==> src/rtl/operand_fetch.sv <==
`default_nettype none
// ============================================================================
// Module  : operand_fetch
// Purpose : Register-read stage. It holds the 16x16 register file and a tag
//           line of in-flight writes. It stalls decode on RAW hazards and
//           registers pc/ins/operands for the ALU.
// Option  : FR_WB_BYPASS_EN forwards same-cycle writeback data to the read
//           and drops the writeback tag from the hazard check.
// Rev     : 1.0  initial release
// ============================================================================
module operand_fetch #(
  parameter int PIPE_DEPTH = 3
) (
  input  logic        clk,
  input  logic        rst,
  input  logic        d_valid,
  input  logic [15:0] d_pc,
  input  logic [15:0] d_ins,
  output logic        d_ready,
  input  logic        flush,
  input  logic        wb_en,
  input  logic [3:0]  wb_reg,
  input  logic [15:0] wb_data,
  output logic        fr_valid,
  output logic [15:0] fr_pc,
  output logic [15:0] fr_ins,
  output logic [15:0] fr_operand_1,
  output logic [15:0] fr_operand_2
);

  localparam logic [15:0] BUBBLE = 16'hF000;
`ifdef FR_WB_BYPASS_EN
  localparam int CHECKED = PIPE_DEPTH - 1;
`else
  localparam int CHECKED = PIPE_DEPTH;
`endif

  logic [15:0] regs [16];
  logic [PIPE_DEPTH-1:0] tag_v;
  logic [3:0]  tag_r [PIPE_DEPTH];

  logic [3:0]  op, ra, rb, rt;
  logic        use_a, use_b, use_t, writes_rt;
  logic        hazard, issue;
  logic [15:0] read_a, read_b, read_t;

  assign op = d_ins[15:12];
  assign ra = d_ins[11:8];
  assign rb = d_ins[7:4];
  assign rt = d_ins[3:0];

  always_comb begin
    use_a     = (op != 4'd4) && (op != 4'd15);
    use_t     = (op == 4'd5) || (op == 4'd6);
    use_b     = use_a && !use_t;
    writes_rt = op inside {4'd0, 4'd1, 4'd2, 4'd3, 4'd4, 4'd5, 4'd7, 4'd14};
  end

  // R0 is never a hazard source; it always reads as zero.
  always_comb begin
    hazard = 1'b0;
    for (int i = 0; i < CHECKED; i++) begin
      if (tag_v[i]) begin
        if (use_a && (ra != 4'd0) && (tag_r[i] == ra)) hazard = 1'b1;
        if (use_b && (rb != 4'd0) && (tag_r[i] == rb)) hazard = 1'b1;
        if (use_t && (rt != 4'd0) && (tag_r[i] == rt)) hazard = 1'b1;
      end
    end
  end

  assign d_ready = !hazard && !flush && !rst;
  assign issue   = d_valid && d_ready;

  always_comb begin
    read_a = (ra == 4'd0) ? 16'h0000 : regs[ra];
    read_b = (rb == 4'd0) ? 16'h0000 : regs[rb];
    read_t = (rt == 4'd0) ? 16'h0000 : regs[rt];
`ifdef FR_WB_BYPASS_EN
    if (wb_en && (wb_reg != 4'd0)) begin
      if (wb_reg == ra) read_a = wb_data;
      if (wb_reg == rb) read_b = wb_data;
      if (wb_reg == rt) read_t = wb_data;
    end
`endif
  end

  always_ff @(posedge clk) begin
    if (rst) begin
      for (int i = 0; i < 16; i++) regs[i] <= 16'h0000;
    end else if (wb_en && (wb_reg != 4'd0)) begin
      regs[wb_reg] <= wb_data;
    end
  end

  // On flush the instruction just leaving FR is younger than the jump, so its tag dies.
  always_ff @(posedge clk) begin
    if (rst) begin
      tag_v <= '0;
      for (int i = 0; i < PIPE_DEPTH; i++) tag_r[i] <= 4'd0;
    end else begin
      tag_v[0] <= issue && writes_rt && (rt != 4'd0);
      tag_r[0] <= rt;
      for (int i = 1; i < PIPE_DEPTH; i++) begin
        tag_v[i] <= tag_v[i-1];
        tag_r[i] <= tag_r[i-1];
      end
      if (flush) tag_v[1] <= 1'b0;
    end
  end

  always_ff @(posedge clk) begin
    if (rst || !issue) begin
      fr_valid     <= 1'b0;
      fr_pc        <= 16'h0000;
      fr_ins       <= BUBBLE;
      fr_operand_1 <= 16'h0000;
      fr_operand_2 <= 16'h0000;
    end else begin
      fr_valid     <= 1'b1;
      fr_pc        <= d_pc;
      fr_ins       <= d_ins;
      fr_operand_1 <= read_a;
      fr_operand_2 <= use_t ? read_t : read_b;
    end
  end

endmodule
`default_nettype wire
==> config.mk <==
export PLATFORM = sky130hd
export DESIGN_NAME = operand_fetch
export DESIGN_NICKNAME = d
export VERILOG_FILES = /design/src/rtl/operand_fetch.sv
export SDC_FILE = /design/constraint.sdc
export NUM_CORES = 1
export LEC_CHECK = 0
export CELL_PAD_IN_SITES_DETAIL_PLACEMENT = 1
export CELL_PAD_IN_SITES_GLOBAL_PLACEMENT = 1
export CORE_UTILIZATION = 53
export CTS_CLUSTER_DIAMETER = 200
export DETAILED_ROUTE_END_ITERATION = 10
export GPL_ROUTABILITY_DRIVEN = 0
export HOLD_SLACK_MARGIN = 0.05
export PLACE_DENSITY_LB_ADDON = 0.15
export SYNTH_ARGS = -nofsm -noshare
export SYNTH_HDL_FRONTEND = slang
export SYNTH_SLANG_ARGS = --single-unit
==> constraint.sdc <==
create_clock -name clk -period 7.4 [get_ports clk]
set_input_delay 1.48 -clock clk [delete_from_list [all_inputs] [get_ports clk]]
set_output_delay 1.48 -clock clk [all_outputs]
set_load 0.01 [all_outputs]
==> Yosys cells after proc, flatten, opt, wreduce, memory -nomap -nowiden <==
Memory sizes are Yosys's and may differ from the RTL's. A register that Yosys moved wholly into a read port is not among the register bits.
Index checks and enable logic that the tools add are counted.
{ "op_classes": {"reduce_logical": 39, "n_bitwise": 3, "n_eq_ne": 19, "mux": 28} }
{ "op_table": {"columns": ["op", "count"], "rows": [
  ["16-bit two-way mux", 4],
  ["4-bit equality test", 9],
  ["1-bit logical AND", 20],
  ["1-bit two-way mux", 20],
  ["4-bit by 3-bit equality test with 1-bit output (second input constant)", 4],
  ["4-bit logical NOT", 4],
  ["4-bit two-way mux", 4],
  ["4-bit nonzero test", 4],
  ["16-bit OR reduction", 1],
  ["4-bit by 2-bit equality test with 1-bit output (second input constant)", 2],
  ["8-bit nonzero test", 1],
  ["1-bit logical NOT", 5],
  ["4-bit by 1-bit equality test with 1-bit output (second input constant)", 1],
  ["4-bit equality test (second input constant)", 1],
  ["4-bit by 3-bit inequality test with 1-bit output (second input constant)", 1],
  ["4-bit inequality test (second input constant)", 1],
  ["2-bit OR reduction", 2],
  ["1-bit OR", 3],
  ["1-bit logical OR", 2]
]} }
{ "totals": {"output_inout_bits": 66, "reg_bits": 52, "memories": 2, "ram_bits": 268, "elab_cells": 97, "in_bits": 57} }
{ "memory_table": {"columns": ["memory", "depth", "word_bits", "read_ports", "rd_clocked_by_memory_dff", "wr", "line", "source"], "rows": [
  ["regs", 16, 16, 3, 1, 16, "38", "logic [15:0] regs [16];"],
  ["tag_r", 3, 4, 3, 0, 3, "40", "logic [3:0] tag_r [PIPE_DEPTH];"]
]} }

==> Depth between registers and ports, before layout <==
{ "logic_depth": {"ltp_word": 24, "depth_mapped": 10, "ltp_nobuf": 6} }

==> Worst setup path after synthesis <==
OpenSTA, ideal clock, no wires.
{ "synth_timing": {"path_kind": "in2out", "startpoint": "in d_ins[9]", "endpoint": "out d_ready", "path_buffers": 3, "slack_ns": 2.802, "arrival_time_ns": 3.118, "path_stages": 8, "cell_sequence": "buf_2 -> xor2_1 -> nor4_1 -> o311ai_0 -> o211ai_1 -> clkbuf_1 -> clkbuf_1 -> nor4_1"} }
{ "synth_between": {"elab_chain_len": 18, "elab_cells_between_ends": 23} }
{ "synth_rtl": {"columns": ["element", "line", "source"], "rows": [
  ["start: declaration", "18", "input logic [15:0] d_ins,"],
  ["4-bit nonzero test", "64", "if (use_a && (ra != 4'd0) && (tag_r[i] == ra)) hazard = 1'b1;"],
  ["1-bit logical AND (2 in a row)", "64", null],
  ["1-bit two-way mux", "64", null],
  ["1-bit two-way mux", "65", "if (use_b && (rb != 4'd0) && (tag_r[i] == rb)) hazard = 1'b1;"],
  ["1-bit two-way mux", "66", "if (use_t && (rt != 4'd0) && (tag_r[i] == rt)) hazard = 1'b1;"],
  ["1-bit two-way mux", "63", "if (tag_v[i]) begin"],
  ["1-bit two-way mux", "64", null],
  ["1-bit two-way mux", "65", null],
  ["1-bit two-way mux", "66", null],
  ["1-bit two-way mux", "63", null],
  ["1-bit two-way mux", "64", null],
  ["1-bit two-way mux", "65", null],
  ["1-bit two-way mux", "66", null],
  ["1-bit two-way mux (*)", "63", null],
  ["1-bit logical NOT (*)", "71", "assign d_ready = !hazard && !flush && !rst;"],
  ["1-bit logical AND (*) (2 in a row)", "71", null],
  ["end: declaration", "19", "output logic d_ready,"]
]} }
Every way passes the cells marked *; elsewhere a longest branch is shown, timed or not.

==> Final worst setup path <==
{ "layout_timing": {"startpoint": "in d_ins[11]", "endpoint": "out d_ready"} }
Same word-level chain as after synthesis.

==> metrics.txt <==
DR vias 13913; Crit path max-delay family buffers and inverters; Setup Skew between 0.02 and 0.03 ns; gr usage total 36.9%; critical path class in -> out; GR Overflow Total 0; Max Cap Violations 0; Synth Area in Adders 0%; vias in the first global route 14318; largest net degree at the start of global routing 67; setup bufs post-CTS 0; worst hold path type reg -> reg; Buf/Inv on CP 2; RSZ-0062 raised after global routing false; Clk pin slew, worst setup/hold paths ~0.060 ns; Worst Path Required slightly below 6 ns; post-DP HPWL ~38000 um; Rows 68; Pleak 7.79 nW; critical path, cell by cell clkdlybuf4s50_1 > xor2_1 > nor4_1 > o311ai_0 > o211ai_1 > nor4_1 > clkdlybuf4s50_1; CTS tree built; H-Tree Depth 2; Sequential Area 0.00929 sq mm; maximum VDD drop 0.185 mV; vias per cell 6.87; port bufs 122; hold-critical path depth 2; final setup violation count 0; final net count 1594; iteration-0 DRC count of the detailed router 1756; largest family of logic cells by synthesized area multiplexers; Seq cells post-synth ~340; syn avg cell area around 13 sq um; TNS Setup 0 ns; Slew Limit Fails 0; Worst Slack Setup Final 1.62 ns; Crit. End Element output port; Post-CTS Hold Fix Bufs 0; layout cells sized above 1 16.9%; Tot Pwr 0.00475 W; post-route cell area 0.0213 sq mm; Startpoint Class input pin; Post-Syn Instances 1456; worst skew pair latency approximately 0.54 ns; antenna violations before repair 4; slew at the pin with the worst max-slew slack around 1.3 ns; DP Area between 0.02 and 0.025 sq mm; pre-CTS WS 1.73 ns; TritonCTS Buffers 38; Synth Area in Compound Gates 5.91%; I/O pins about 120; cts repair resizes 0; minimum clock period 5.78 ns; post-synthesis mux area share a little under a quarter; Stages on worst setup path 7; sequential share of the synthesized area approximately half; # fillers 3351; crit-path max FO 12; fin util 61.9%; post-route ant nets 0; area grow syn2layout 15.2%; die height around 190 um; synthesized-area fraction occupied by xor and xnor cells under 10%; status finished clean; # DRC 0; Starting Density around 54%; area taken by multi-input logic gates 0.00863 sq mm; drt wl/cell 32.3 um; Slowest-stage cell, CP clkdlybuf4s50_1; worst stage delay on the critical path 1.13 ns; CTS max path bufs 3; first-pass GRT wire length 94800 um; Root Buffer clkbuf_16; final hold viol count 0; Pre-Repair DR Iteration Count 5; pwr dens approximately 220 mW/mm^2; synthesized area 0.0185 sq mm; worst r2r path cells 6; Die X approximately 190 um; die area 0.0357 sq mm; simple-gate share of the synthesized area 15.9%; max_slew headroom 13.0%; clk sinks 336; library cells used by synthesis 47; core area approximately 0.034 sq mm; final WL 65400 um; crit share post-route between 70% and 80%; YS warnings 0; Max Freq roughly 170 MHz; arrival time worst endpoint 4.30 ns
==> placed cells by master, fill, tap and decap left out, types with 37 or more instances in the layout <==
master | synthesis | final
and2_1 | 240 | 240
buf_4 | 3 | 37
clkbuf_16 | 0 | 40
clkdlybuf4s50_1 | 0 | 114
dfxtp_1 | 80 | 80
edfxtp_1 | 256 | 256
mux2i_1 | 126 | 126
mux4_2 | 129 | 129
nand2_1 | 75 | 73
nor2_1 | 38 | 37
nor3_1 | 54 | 51
==> synthesized netlist by cell type (all sizes together) <==
library cell,instances,share of area (%)
nor4b,1,0.081
edfxtp,256,42
nand3b,3,0.14
or3,5,0.17
nand3,7,0.19
dfxtp,80,8.6
xnor2,18,0.85
inv,26,0.53
and3b,16,0.76
a22oi,32,1.3
a21o,1,0.041
conb,1,0.020
o211a,1,0.054
o21ai,1,0.027
mux2i,126,6.8
nand2b,4,0.14
clkbuf,76,1.5
buf,55,1.6
a31oi,1,0.034
nand2,75,1.5
a221o,1,0.054
nand4,27,0.91
o221ai,32,1.5
xor2,20,0.95
and3,2,0.068
or4,1,0.061
o311ai,1,0.047
and4,3,0.14
o211ai,33,1.3
nor2b,13,0.48
mux4,129,16
nor3,55,1.5
a21oi,34,0.92
nor4,6,0.28
nor2,38,0.77
clkinv,3,0.061
or2,16,0.54
a211oi,1,0.041
and2,240,8.1
o22ai,16,0.54
==> sequential cells by signal, indices dropped and copies added, names as in the netlist <==
signal,cells
fr_ins,16
fr_operand_1,16
fr_operand_2,16
fr_pc,16
fr_valid,1
regs,256
tag_r,12
tag_v,3
==> logic make-up after synthesis <==
kind of cell | after synthesis
AOI/OAI and AO/OA | 154
other | 1
muxes | 255
buffers and inverters | 160
DFF | 336
and+or+nand+nor | 512
xor gates and xnor gates | 38
==> metrics by stage <==
stage / hold slack, ns / std cells
6_report: 0.522 / 2025
5_1_grt: 0.545 / 2022
4_1_cts: 0.511 / 2020
3_5_place_dp: 0.502 / 1951
3_3_place_gp: 0.491 / 1951
2_1_floorplan: 0.444 / 1471
==> area by class of cell <==
| type | instances | area share (%) |
|---|---|---|
| inverter | 29 | 0.510 |
| sequential | 336 | 43.5 |
| clock inverter | 11 | 0.510 |
| antenna | 4 | 0.0469 |
| tap | 455 | 2.67 |
| clock buffer | 58 | 5.39 |
| multi-input combinational | 975 | 40.5 |
| timing repair buffer | 157 | 6.85 |
==> worst register-to-register path: stages, from the launching register on <==
cell,delay (ns)
dfxtp_1,0.41
xnor2_1,0.09
nand2_1,0.11
nor3_1,0.07
or4_4,0.86
nor2b_4,0.64
nor4b_2,0.30
==> path summary, 6_finish.rpt <==
| check | start | to | slack, ns |
|---|---|---|---|
| min | tag_v[0]$_SDFF_PP0_ | tag_v[1]$_SDFF_PP0_ | 0.52 |
| max | d_ins[11] | d_ready | 1.62 |
| max reg2reg | tag_r[0][9]$_SDFF_PP0_ | fr_operand_1[13]$_SDFF_PP0_ | 4.84 |
| min reg2reg | tag_v[0]$_SDFF_PP0_ | tag_v[1]$_SDFF_PP0_ | 0.52 |
==> where the power goes <==
group | total, W | switching [W] | internal [W] | leakage [nW]
Combinational | 0.000635 | 0.000367 | 0.000268 | 4.07
Clock | 0.00191 | 0.000766 | 0.00114 | 0.628
Sequential | 0.00220 | 0.0000779 | 0.00213 | 3.09
==> routing by layer <==
| metal | vias to the layer above | track usage (%) | wire length (um) |
|---|---|---|---|
| met5 | - | 0 | 0 |
| li1 | 5662 | - | - |
| met3 | 221 | 7.28 | 6490 |
| met2 | 1004 | 60.1 | 31100 |
| met1 | 7026 | 47.7 | 24700 |
| met4 | 0 | 17.0 | 3170 |
Note: power is estimated with default switching activity, not from simulation.
